File: config.mk
export PLATFORM = sky130hd
export DESIGN_NAME = pc_fetch_ctrl
export DESIGN_NICKNAME = d
export VERILOG_FILES = /design/src/rtl/pc_fetch_ctrl.sv
export SDC_FILE = /design/constraint.sdc
export NUM_CORES = 1
export LEC_CHECK = 0
export BUFFER_PORTS_ARGS = -buffer_cell sky130_fd_sc_hd__buf_2
export CAP_MARGIN = 40
export CORE_UTILIZATION = 40
export CTS_BUF_LIST = sky130_fd_sc_hd__clkbuf_4
export CTS_CLUSTER_DIAMETER = 120
export DETAILED_ROUTE_END_ITERATION = 10
export PLACE_DENSITY = 0.66
export SLEW_MARGIN = 0
export SYNTH_ARGS = -nofsm -noshare
export SYNTH_HDL_FRONTEND = slang
export SYNTH_SLANG_ARGS = --single-unit
File: constraint.sdc
create_clock -name clk -period 2.92 [get_ports clk]
set_input_delay 0.584 -clock clk [delete_from_list [all_inputs] [get_ports clk]]
set_output_delay 0.584 -clock clk [all_outputs]
set_load 0.02 [all_outputs]
File: src/rtl/pc_fetch_ctrl.sv
// rtl/pc_fetch_ctrl.sv - program counter and fetch sequencer with IDLE/RUN/DONE control
// Advances, redirects or holds the PC each cycle; counts retired instructions.
module pc_fetch_ctrl #(
  parameter int D  = 12,
  parameter int LA = 5,
  parameter int CW = 16
) (
  input  logic          clk,
  input  logic          reset,
  input  logic          start,
  input  logic [D-1:0]  start_addr,
  input  logic          stall,
  input  logic          halt,
  input  logic          branch_en,
  input  logic          branch_taken,
  input  logic [LA-1:0] branch_idx,
  input  logic [D-1:0]  lut_target,
  output logic [LA-1:0] lut_addr,
  output logic [D-1:0]  prog_ctr,
  output logic          running,
  output logic          done,
  output logic [CW-1:0] inst_count,
  output logic          bad_branch
);

  typedef enum logic [1:0] {
    IDLE = 2'd0,
    RUN  = 2'd1,
    DONE = 2'd2
  } state_t;

  state_t        state;
  logic          taken;
  logic [CW-1:0] count_next;

  assign lut_addr = branch_idx;
  assign taken    = branch_en & branch_taken;

  // Counter sticks at all-ones rather than wrapping.
  assign count_next = (inst_count == {CW{1'b1}}) ? inst_count : inst_count + 1'b1;

  always_ff @(posedge clk or posedge reset) begin
    if (reset) begin
      state      <= IDLE;
      prog_ctr   <= '0;
      inst_count <= '0;
      bad_branch <= 1'b0;
      running    <= 1'b0;
      done       <= 1'b0;
    end else begin
      case (state)
        IDLE, DONE: begin
          if (start) begin
            prog_ctr   <= start_addr;
            inst_count <= '0;
            bad_branch <= 1'b0;
            state      <= RUN;
            running    <= 1'b1;
            done       <= 1'b0;
          end
        end
        RUN: begin
          if (!stall) begin
            inst_count <= count_next;
            if (halt) begin
              // PC stays on the halt instruction.
              state   <= DONE;
              running <= 1'b0;
              done    <= 1'b1;
            end else if (taken && (branch_idx != '0)) begin
              prog_ctr <= lut_target;
            end else begin
              if (taken) bad_branch <= 1'b1;
              prog_ctr <= prog_ctr + 1'b1;
            end
          end
        end
        default: begin
          state   <= IDLE;
          running <= 1'b0;
          done    <= 1'b0;
        end
      endcase
    end
  end

endmodule

==> results of run 1 <==
[cell type report]
type	instances	area (µm²)
inverters	14	52.55
clock inverters	2	7.507
repair buffers	78	407.9
flip-flops and latches	32	800.8
multi-input cells	173	1167
fillers	512	2546
well taps	70	87.58
clock buffers	5	37.54
[logic make-up (layout without fill, tap and decap cells)]
kind of cell / count (synthesis) / count (layout) / share of synthesized area [%]
compound gates: 72 / 72 / 25.31
xor+xnor: 4 / 4 / 1.656
fa+ha+maj: 2 / 2 / 1.183
buf+inv: 32 / 99 / 6.978
flops: 32 / 32 / 37.85
mux: 9 / 9 / 4.376
simple gates: 86 / 86 / 22.65
[critical path: stages, from the launching register on]
cell and delay, ns:
dfrtp_1 0.48, and2b_1 0.29, buf_4 0.22, nor2_1 0.62, a31o_2 0.20, a221o_1 0.13
[synth_stat cells (3+ instances only)]
| master | n | share of area, % |
|---|---|---|
| and3_1 | 4 | 1.2 |
| o211ai_1 | 3 | 1.1 |
| nor2_1 | 10 | 1.8 |
| nor4_1 | 6 | 1.8 |
| mux2i_1 | 7 | 3.3 |
| buf_2 | 7 | 1.7 |
| and4_1 | 3 | 1.2 |
| o31ai_1 | 4 | 1.4 |
| o22ai_1 | 7 | 2.1 |
| or4_1 | 3 | 1.1 |
| a22o_1 | 3 | 1.2 |
| a211oi_1 | 4 | 1.4 |
| o21ai_0 | 11 | 2.6 |
| o221ai_1 | 4 | 1.7 |
| a21oi_1 | 10 | 2.4 |
| a221oi_1 | 4 | 1.7 |
| clkbuf_1 | 5 | 0.89 |
| a221o_1 | 4 | 1.9 |
| xnor2_1 | 3 | 1.2 |
| nor3_1 | 6 | 1.4 |
| nand3_1 | 13 | 3.1 |
| or3_1 | 6 | 1.8 |
| nand2_1 | 15 | 2.7 |
| nand4_1 | 10 | 3.0 |
| buf_4 | 5 | 1.8 |
| a22oi_1 | 6 | 2.1 |
| dfrtp_1 | 32 | 38 |
| inv_1 | 14 | 2.5 |
[metrics by stage]
step / util (%) / hold slack [ns] / worst slack [ns] / instances / total power [W]
after floorplan: - / 0.5791 / 0.8027 / 237 / 0.001337
after global placement: 49.27 / 0.4632 / 0.6484 / 367 / 0.001598
after detailed placement: 49.27 / 0.4784 / 0.6388 / 367 / 0.001617
after CTS: 50.15 / 0.3320 / 0.9302 / 374 / 0.001851
after global routing: 50.15 / 0.3611 / 0.7916 / 374 / 0.001997
final: 50.15 / 0.3137 / 0.9073 / 374 / 0.001845
[final timing paths]
check | to | slack (ns) | cells past startpoint | start
max in group asynchronous | inst_count[8]$_DFFE_PP0P_ | 2.29 | 3 | reset
min in group clk | prog_ctr[2]$_DFFE_PP0P_ | 0.47 | 3 | start_addr[2]
setup / recovery | prog_ctr[4]$_DFFE_PP0P_ | 0.91 | 5 | state[0]$_DFFE_PP0P_
setup reg to reg | prog_ctr[4]$_DFFE_PP0P_ | 0.91 | 5 | state[0]$_DFFE_PP0P_
hold reg to reg | running$_DFFE_PP0P_ | 0.50 | 2 | running$_DFFE_PP0P_
hold / removal | prog_ctr[7]$_DFFE_PP0P_ | 0.31 | 3 | reset
[sequential cells by signal, summed over array words and instances, names as in the netlist]
register	cells
bad_branch	1
running	1
state	1
prog_ctr	12
inst_count	16
done	1
[where the power goes]
| group | switching (W) | internal (W) | total, W |
|---|---|---|---|
| logic | 0.000533 | 0.000355 | 0.000888 |
| registers | 0.000166 | 0.000554 | 0.000719 |
| clock network | 0.000153 | 0.0000840 | 0.000237 |
| total | 0.000852 | 0.000993 | 0.00184 |
[layer usage]
layer	GRT usage, %	part of all wire, %
met1	31.27	49
met2	31.53	44
met3	3.614	5.4
met4	6.080	1.1
met5	0	0
==> out/results.tsv, run 1 <==
metric	value	unit
status	completed	
RSZ-0062 raised after global routing	false	
first-pass GRT wire length	9025	µm
Starting Density	41.43	%
FF+latch count, synth	32	
Worst-path clk slew	0.11	ns
Yosys cell types	50	
Clock Latency Late Sink	0.34	ns
Antenna Nets Post-Route	0	
CP Max Fanout	14	
DPL Wire Length	4070	µm
FFs w/ async S/R, synth	100.0	%
post-CTS sizing	0	
cts hold-fix bufs	0	
MaxCap Viol Count	0	
register area share after synthesis	37.85	%
Die Span Y	74.73	µm
Clock Sinks	32	
Nets	342	
Tmin final	2.013	ns
Antenna Cells	0	
cell area after placement	2516	µm²
Ys Warns	0	
antenna violations before repair	0	
TritonCTS clock tree	yes	
Post-synth top flop	dfrtp_1	
final hold vios	0	
Max Slew Vio Count	0	
Avg Cell Area, Syn	8.927	µm²
Worst setup SP type	flop	
fmax	496.8	MHz
Worst Path Arrival	2.28	ns
maximum vdd ir drop	0.3910	mV
commonest non-fill, non-tap cell in the layout	buf_2	
CP Data Required Time	3.19	ns
Wirelength per Cell	15.06	µm
drt first pass iters	4	
aggregate routed wire length	5633	µm
P&R area growth vs syn	21.05	%
CTS root buf	clkbuf_4	
fraction of layout cells with a size suffix above 1	29.61	%
Final Skew	0.01225	ns
DRC viols	0	
most frequent cells in the layout	71 x buf_2, 32 x dfrtp_1, 15 x nand2_1	
total negative slack	0	ns
routability congestion estimate	0.7762	
Slew @ Worst Pin	0.7695	ns
DIE AREA	5585	µm²
cells after synthesis	237	
via count	2149	
cell area after synthesis	2116	µm²
H-tree depth	2	
Num CTS Buffers	5	
Setup CP Type	reg -> reg	
total overflow reported by the global router	0	
design area	2561	µm²
All-Layer GR Usage	21.11	%
CORE AREA	5107	µm²
Max-slew headroom	48.51	%
largest net degree at the start of global routing	33	
vias per cell	5.746	
die width	74.73	µm
Longest Clk Path Bufs	2	
PortBufs	71	
final worst-path cycle share	68.93	%
postcts setup bufs	0	
Post-synth EDFFs	0	
vias in the first global route	1882	
site row count	26	
Power Density	720.2	nW/µm²
io pins	72	
Hold WC Path Type	in -> async	
DR iter-0 viols	108	
Setup-failing EPs final	0	
Post-Syn Nets	275	
Setup crit end kind	flop	
Pleak	1.136	nW
(Power assumes the default switching activity.)
==> run 2: changes to the inputs <==
--- a/config.mk
+++ b/config.mk
@@ -11,7 +11,7 @@
 export CTS_BUF_LIST = sky130_fd_sc_hd__clkbuf_4
 export CTS_CLUSTER_DIAMETER = 120
 export DETAILED_ROUTE_END_ITERATION = 10
-export PLACE_DENSITY = 0.66
+export PLACE_DENSITY = 0.68
 export SLEW_MARGIN = 0
 export SYNTH_ARGS = -nofsm -noshare
 export SYNTH_HDL_FRONTEND = slang
==> constraint.sdc (replaced) <==
create_clock -name clk -period 1.7 [get_ports clk]
set_input_delay 0.34 -clock clk [delete_from_list [all_inputs] [get_ports clk]]
set_output_delay 0.34 -clock clk [all_outputs]
set_load 0.02 [all_outputs]
==> run 2 against run 1 <==
Net effect: fmax grew 19%; clock skew grew 0.0096 ns; non-clock buffer count is 49 higher; flip-flop and latch count did not move; combinational power up 120%; wire length increased by 13%; critical path type unchanged; critical endpoint is now inst_count[12]$_DFFE_PP0P_; largest cell class unchanged; highest routed layer unchanged.
==> out/results.tsv, run 2 (synthesis results as in run 1) <==
metric	value	unit
status	completed	
Pleak	1.381	nW
Critical R2R Capture	inst_count[12]$_DFFE_PP0P_	
CTS root buf	clkbuf_4	
DR iter-0 viols	157	
H-tree depth	2	
P&R area growth vs syn	44.41	%
DIE AREA	5585	µm²
site row count	26	
All-Layer GR Usage	23.11	%
vias in the first global route	2069	
met1 Use GR	32.61	%
Starting Density	41.43	%
Final Skew	0.02188	ns
Worst Path Arrival	1.96	ns
Setup CP Type	reg -> reg	
Reg power frac	33.7	%
Logic pwr share	53.9	%
fmax	590.2	MHz
commonest non-fill, non-tap cell in the layout	buf_2	
final hold vios	0	
Tmin final	1.694	ns
aggregate routed wire length	6351	µm
DRC viols	0	
worst reg-to-reg setup slack	0.006	ns
pre-CTS setup slack	-0.3178	ns
met3 GRT Util	3.481	%
Setup-failing EPs final	0	
most frequent cells in the layout	71 x buf_2, 56 x buf_4, 25 x dfrtp_1	
final worst-path cycle share	99.66	%
Worst setup SP type	flop	
internal cell power	0.001995	W
largest net degree at the start of global routing	33	
Nets	391	
Slew @ Worst Pin	0.4238	ns
PortBufs	71	
CP Max Fanout	4	
total overflow reported by the global router	0	
vias per cell	5.578	
Longest Clk Path Bufs	2	
DPL Wire Length	4630	µm
MaxCap Viol Count	0	
Worst Setup SP	inst_count[6]$_DFFE_PP0P_	
final core occ	59.82	%
Power Density	1172	nW/µm²
Overall Power	0.003581	W
sw power	0.001587	W
Num CTS Buffers	5	
cell area after placement	2874	µm²
routability congestion estimate	0.8345	
via count	2365	
Antenna Cells	0	
crit path capture	inst_count[12]$_DFFE_PP0P_	
max reg flops	16	
Antenna Nets Post-Route	0	
Clock Sinks	32	
CP Data Required Time	1.96	ns
final worst-path setup slack	0.005723	ns
worst r2r src	inst_count[6]$_DFFE_PP0P_	
io pins	72	
Max Slew Vio Count	0	
Max-slew headroom	71.75	%
CORE AREA	5107	µm²
Wirelength per Cell	14.98	µm
Die Span Y	74.73	µm
Top Registers	inst_count: 16 flops, prog_ctr: 12 flops	
Worst-path clk slew	0.12	ns
M2 GR Usage	37.24	%
Biggest register	inst_count	
design area	3055	µm²
antenna violations before repair	0	
fraction of layout cells with a size suffix above 1	46.89	%
Sw Share	44.30	%
clock network power share	12.4	%
Hold WC Path Type	in -> async	
Setup crit end kind	flop	
die width	74.73	µm
TritonCTS clock tree	yes	
Clock Latency Late Sink	0.34	ns
RSZ-0062 raised after global routing	true	
GRT Max-Usage Layer	met2	
filler instances	467	
maximum vdd ir drop	0.8576	mV
drt first pass iters	4	
first-pass GRT wire length	9880	µm
length in cells of the worst reg-to-reg path	5	
## run 2: cell types whose count changed in the layout (fill, tap and decap cells not counted), sizes merged
cell	previous run	this run
clkbuf	5	6
buf	78	127
## run 2: how the worst min path moves through the flow
stage          start                         end  slack, ns  depth (start not counted)
3_3_place_gp   reset  inst_count[12]$_DFFE_PP0P_       0.46                          3
3_5_place_dp   reset  inst_count[12]$_DFFE_PP0P_       0.46                          3
6_report       reset  inst_count[14]$_DFFE_PP0P_       0.06                          3
4_1_cts        reset  inst_count[14]$_DFFE_PP0P_       0.07                          3
5_1_grt        reset  inst_count[14]$_DFFE_PP0P_       0.11                          3
2_1_floorplan  reset      bad_branch$_DFFE_PP0P_       0.46                          1
## run 2: timing repair
item / CTS / global route
buffers inserted: 0 / 7
resized for setup: 3 / 14
pin swaps: 1 / 5
hold buffers: 0 / 0
setup endpoints to repair: 4 / 19
## run 2: cell type report
| type | count | area [µm²] | share of cell area, % |
|---|---|---|---|
| Clock buffer | 6 | 45.04 | 1.474 |
| Clock inverter | 2 | 7.507 | 0.2457 |
| Inverter | 14 | 52.55 | 1.720 |
| Multi-Input combinational cell | 173 | 1277 | 41.81 |
| Sequential cell | 32 | 809.5 | 26.49 |
| Tap cell | 70 | 87.58 | 2.867 |
| Timing Repair Buffer | 127 | 775.7 | 25.39 |
## run 2: routing by layer
metal  share of wire [%]  routed length [µm]
met1                  46                2899
met3                 3.6                 227
met5                   0                   0
met4                0.65                  41
met2                  50                3183
## run 2: power by group through the flow
stage	clock [W]	sequential [W]	combinational, W
2_1_floorplan	0	0.00143	0.000900
3_3_place_gp	0	0.00121	0.00183
3_5_place_dp	0	0.00121	0.00187
4_1_cts	0.000459	0.00120	0.00188
5_1_grt	0.000487	0.00124	0.00210
6_report	0.000445	0.00121	0.00193
## run 2: metrics by stage
| step | hold WS [ns] | instances | TNS [ns] |
|---|---|---|---|
| global placement | 0.4567 | 409 | -2.319 |
| detailed placement | 0.4591 | 409 | -2.708 |
| finish | 0.06255 | 424 | 0 |
| global route | 0.1090 | 424 | -0.1934 |
| CTS | 0.07403 | 417 | 0 |
| floorplan | 0.4558 | 237 | -0.2300 |
## run 2: worst max-delay path, cell delays in order (launching register included)
cell     delay (ns)
dfrtp_1        0.37
nand4_1        0.18
buf_4          0.20
or3_4          0.34
or4_1          0.40
a21oi_1        0.13
==> run 3: changes to the inputs <==
--- a/config.mk
+++ b/config.mk
@@ -7,11 +7,12 @@
 export LEC_CHECK = 0
 export BUFFER_PORTS_ARGS = -buffer_cell sky130_fd_sc_hd__buf_2
 export CAP_MARGIN = 40
+export CORE_ASPECT_RATIO = 0.5
 export CORE_UTILIZATION = 40
 export CTS_BUF_LIST = sky130_fd_sc_hd__clkbuf_4
 export CTS_CLUSTER_DIAMETER = 120
 export DETAILED_ROUTE_END_ITERATION = 10
-export PLACE_DENSITY = 0.68
+export PLACE_DENSITY = 0.66
 export SLEW_MARGIN = 0
 export SYNTH_ARGS = -nofsm -noshare
 export SYNTH_HDL_FRONTEND = slang
==> constraint.sdc (replaced) <==
create_clock -name clk -period 1.9 [get_ports clk]
set_input_delay 0.38 -clock clk [delete_from_list [all_inputs] [get_ports clk]]
set_output_delay 0.38 -clock clk [all_outputs]
set_load 0.02 [all_outputs]
==> run 3 against run 2 <==
Net effect: flip-flop and latch count stayed put; combinational power is 19% lower; largest cell class unchanged; count of clock-buffer cells in the layout increased by 1; sequential power down 11%; fmax down 6.3%; critical endpoint is now inst_count[11]$_DFFE_PP0P_; critical path depth is 1 lower; die area grew 0.31%; highest routed layer unchanged.
==> out/results.tsv, run 3 (synthesis results as in run 1) <==
metric	value	unit
status	completed	
Top Registers	inst_count: 16 flops, prog_ctr: 12 flops	
largest net degree at the start of global routing	33	
drt first pass iters	4	
Antenna Nets Post-Route	0	
max reg flops	16	
CORE AREA	5000	µm²
top sig layer	met4	
io pins	72	
Hold WC Path Type	in -> async	
Starting Density	42.32	%
H-tree depth	2	
Die Span Y	53.43	µm
CP Cell Sequence	nand4_1 -> or3_1 -> a221o_1 -> mux2_2	
vias in the first global route	2059	
fraction of layout cells with a size suffix above 1	37.12	%
Clock Latency Late Sink	0.33	ns
Worst-path clk slew	0.11	ns
final hold vios	0	
total overflow reported by the global router	0	
Setup-failing EPs final	0	
CP delay by family, top	simple AND/OR/NAND/NOR gates	
Worst setup SP type	flop	
CP peak stage delay	0.48	ns
final core occ	55.28	%
Worst Path Arrival	2.03	ns
Pleak	1.255	nW
CP Max Fanout	5	
CP Data Required Time	2.12	ns
Wirelength per Cell	14.87	µm
fmax	553.0	MHz
Longest Clk Path Bufs	2	
PortBufs	71	
placed insts	386	
Biggest register	inst_count	
Clock Sinks	32	
Routed met1 length	2756	µm
die width	104.9	µm
Critical path buffers and inverters	0	
TritonCTS clock tree	yes	
antenna violations before repair	0	
DR iter-0 viols	81	
Setup crit end kind	flop	
first-pass GRT wire length	9480	µm
DPL Wire Length	4253	µm
MaxCap Viol Count	0	
routability congestion estimate	0.8455	
most frequent cells in the layout	71 x buf_2, 31 x dfrtp_1, 28 x buf_4	
via count	2282	
Setup CP Type	reg -> reg	
Max Slew Vio Count	0	
Slew @ Worst Pin	0.4297	ns
Tmin final	1.808	ns
maximum vdd ir drop	0.4184	mV
Max-slew headroom	71.35	%
Antenna Cells	0	
CTS root buf	clkbuf_4	
WL met3	295	µm
Num CTS Buffers	5	
DIE AREA	5602	µm²
cts hold-fix bufs	0	
commonest non-fill, non-tap cell in the layout	buf_2	
post-route insts no fill	396	
Crit-path slowest cell	or3_1	
met2 routed WL	2808	µm
vias per cell	5.763	
final worst-path cycle share	95.18	%
Nets	363	
All-Layer GR Usage	21.35	%
DRC viols	0	
site row count	18	
Final Skew	0.01272	ns
aggregate routed wire length	5888	µm
Power Density	1110	nW/µm²
P&R area growth vs syn	30.63	%
-- run 3: cell types whose count changed in the layout (fill, tap and decap cells not counted), sizes merged --
cell,delta
clkinv,-1
clkbuf,+1
buf,-28
-- run 3: path summary, 6_finish.rpt --
path                       slack [ns]  cells after the start                    endpoint                      start
min in group clk                 0.25                      3     prog_ctr[5]$_DFFE_PP0P_              start_addr[5]
min                              0.12                      3        state[0]$_DFFE_PP0P_                      reset
max in group asynchronous        1.47                      3        state[0]$_DFFE_PP0P_                      reset
max                              0.09                      4  inst_count[11]$_DFFE_PP0P_  inst_count[7]$_DFFE_PP0P_
min reg2reg                      0.50                      2         running$_DFFE_PP0P_        running$_DFFE_PP0P_
max reg2reg                      0.09                      4  inst_count[11]$_DFFE_PP0P_  inst_count[7]$_DFFE_PP0P_
-- run 3: layer usage --
metal,vias up,GRT usage (%)
met2,58,37.20
met4,0,5.399
met5,-,0
li1,1094,-
met1,1126,27.52
met3,4,4.433
-- run 3: report_power, final --
| group | switching (W) | leakage [nW] | internal (W) |
|---|---|---|---|
| sequential | 0.000229 | 0.418 | 0.000853 |
| combinational | 0.000888 | 0.803 | 0.000678 |
| clock | 0.000250 | 0.0338 | 0.000171 |
-- run 3: worst reg2reg max path: stages (launching register included) --
cell and delay [ns]:
dfrtp_1 0.39, nand4_1 0.24, or3_1 0.48, a221o_1 0.32, mux2_2 0.27
-- run 3: timing repair --
item,4_1_cts,5_1_grt
resized for setup,0,7
setup buffers,0,2
setup endpoints to repair,0,4
-- run 3: final cells by class --
cell class                 count  area (µm²)
tap                           70       87.58
multi-input combinational    173        1200
fill                         478        2236
timing repair buffer          99       565.5
inverter                      14       52.55
sequential                    32       802.0
clock inverter                 1       3.754
clock buffer                   7       52.55
-- run 3: stage by stage --
step / instance area [µm²] / power [W] / hold slack (ns) / setup TNS, ns / worst slack [ns]
after floorplan: 2120 / 0.002055 / 0.4962 / 0 / 0.005224
after global placement: 2663 / 0.002577 / 0.4618 / -0.5064 / -0.1320
after detailed placement: 2663 / 0.002616 / 0.4705 / -0.7146 / -0.1535
after CTS: 2719 / 0.003027 / 0.1271 / 0 / 0.05278
after global routing: 2764 / 0.003300 / 0.1519 / -0.002381 / -0.002381
final: 2764 / 0.003068 / 0.1158 / 0 / 0.09162
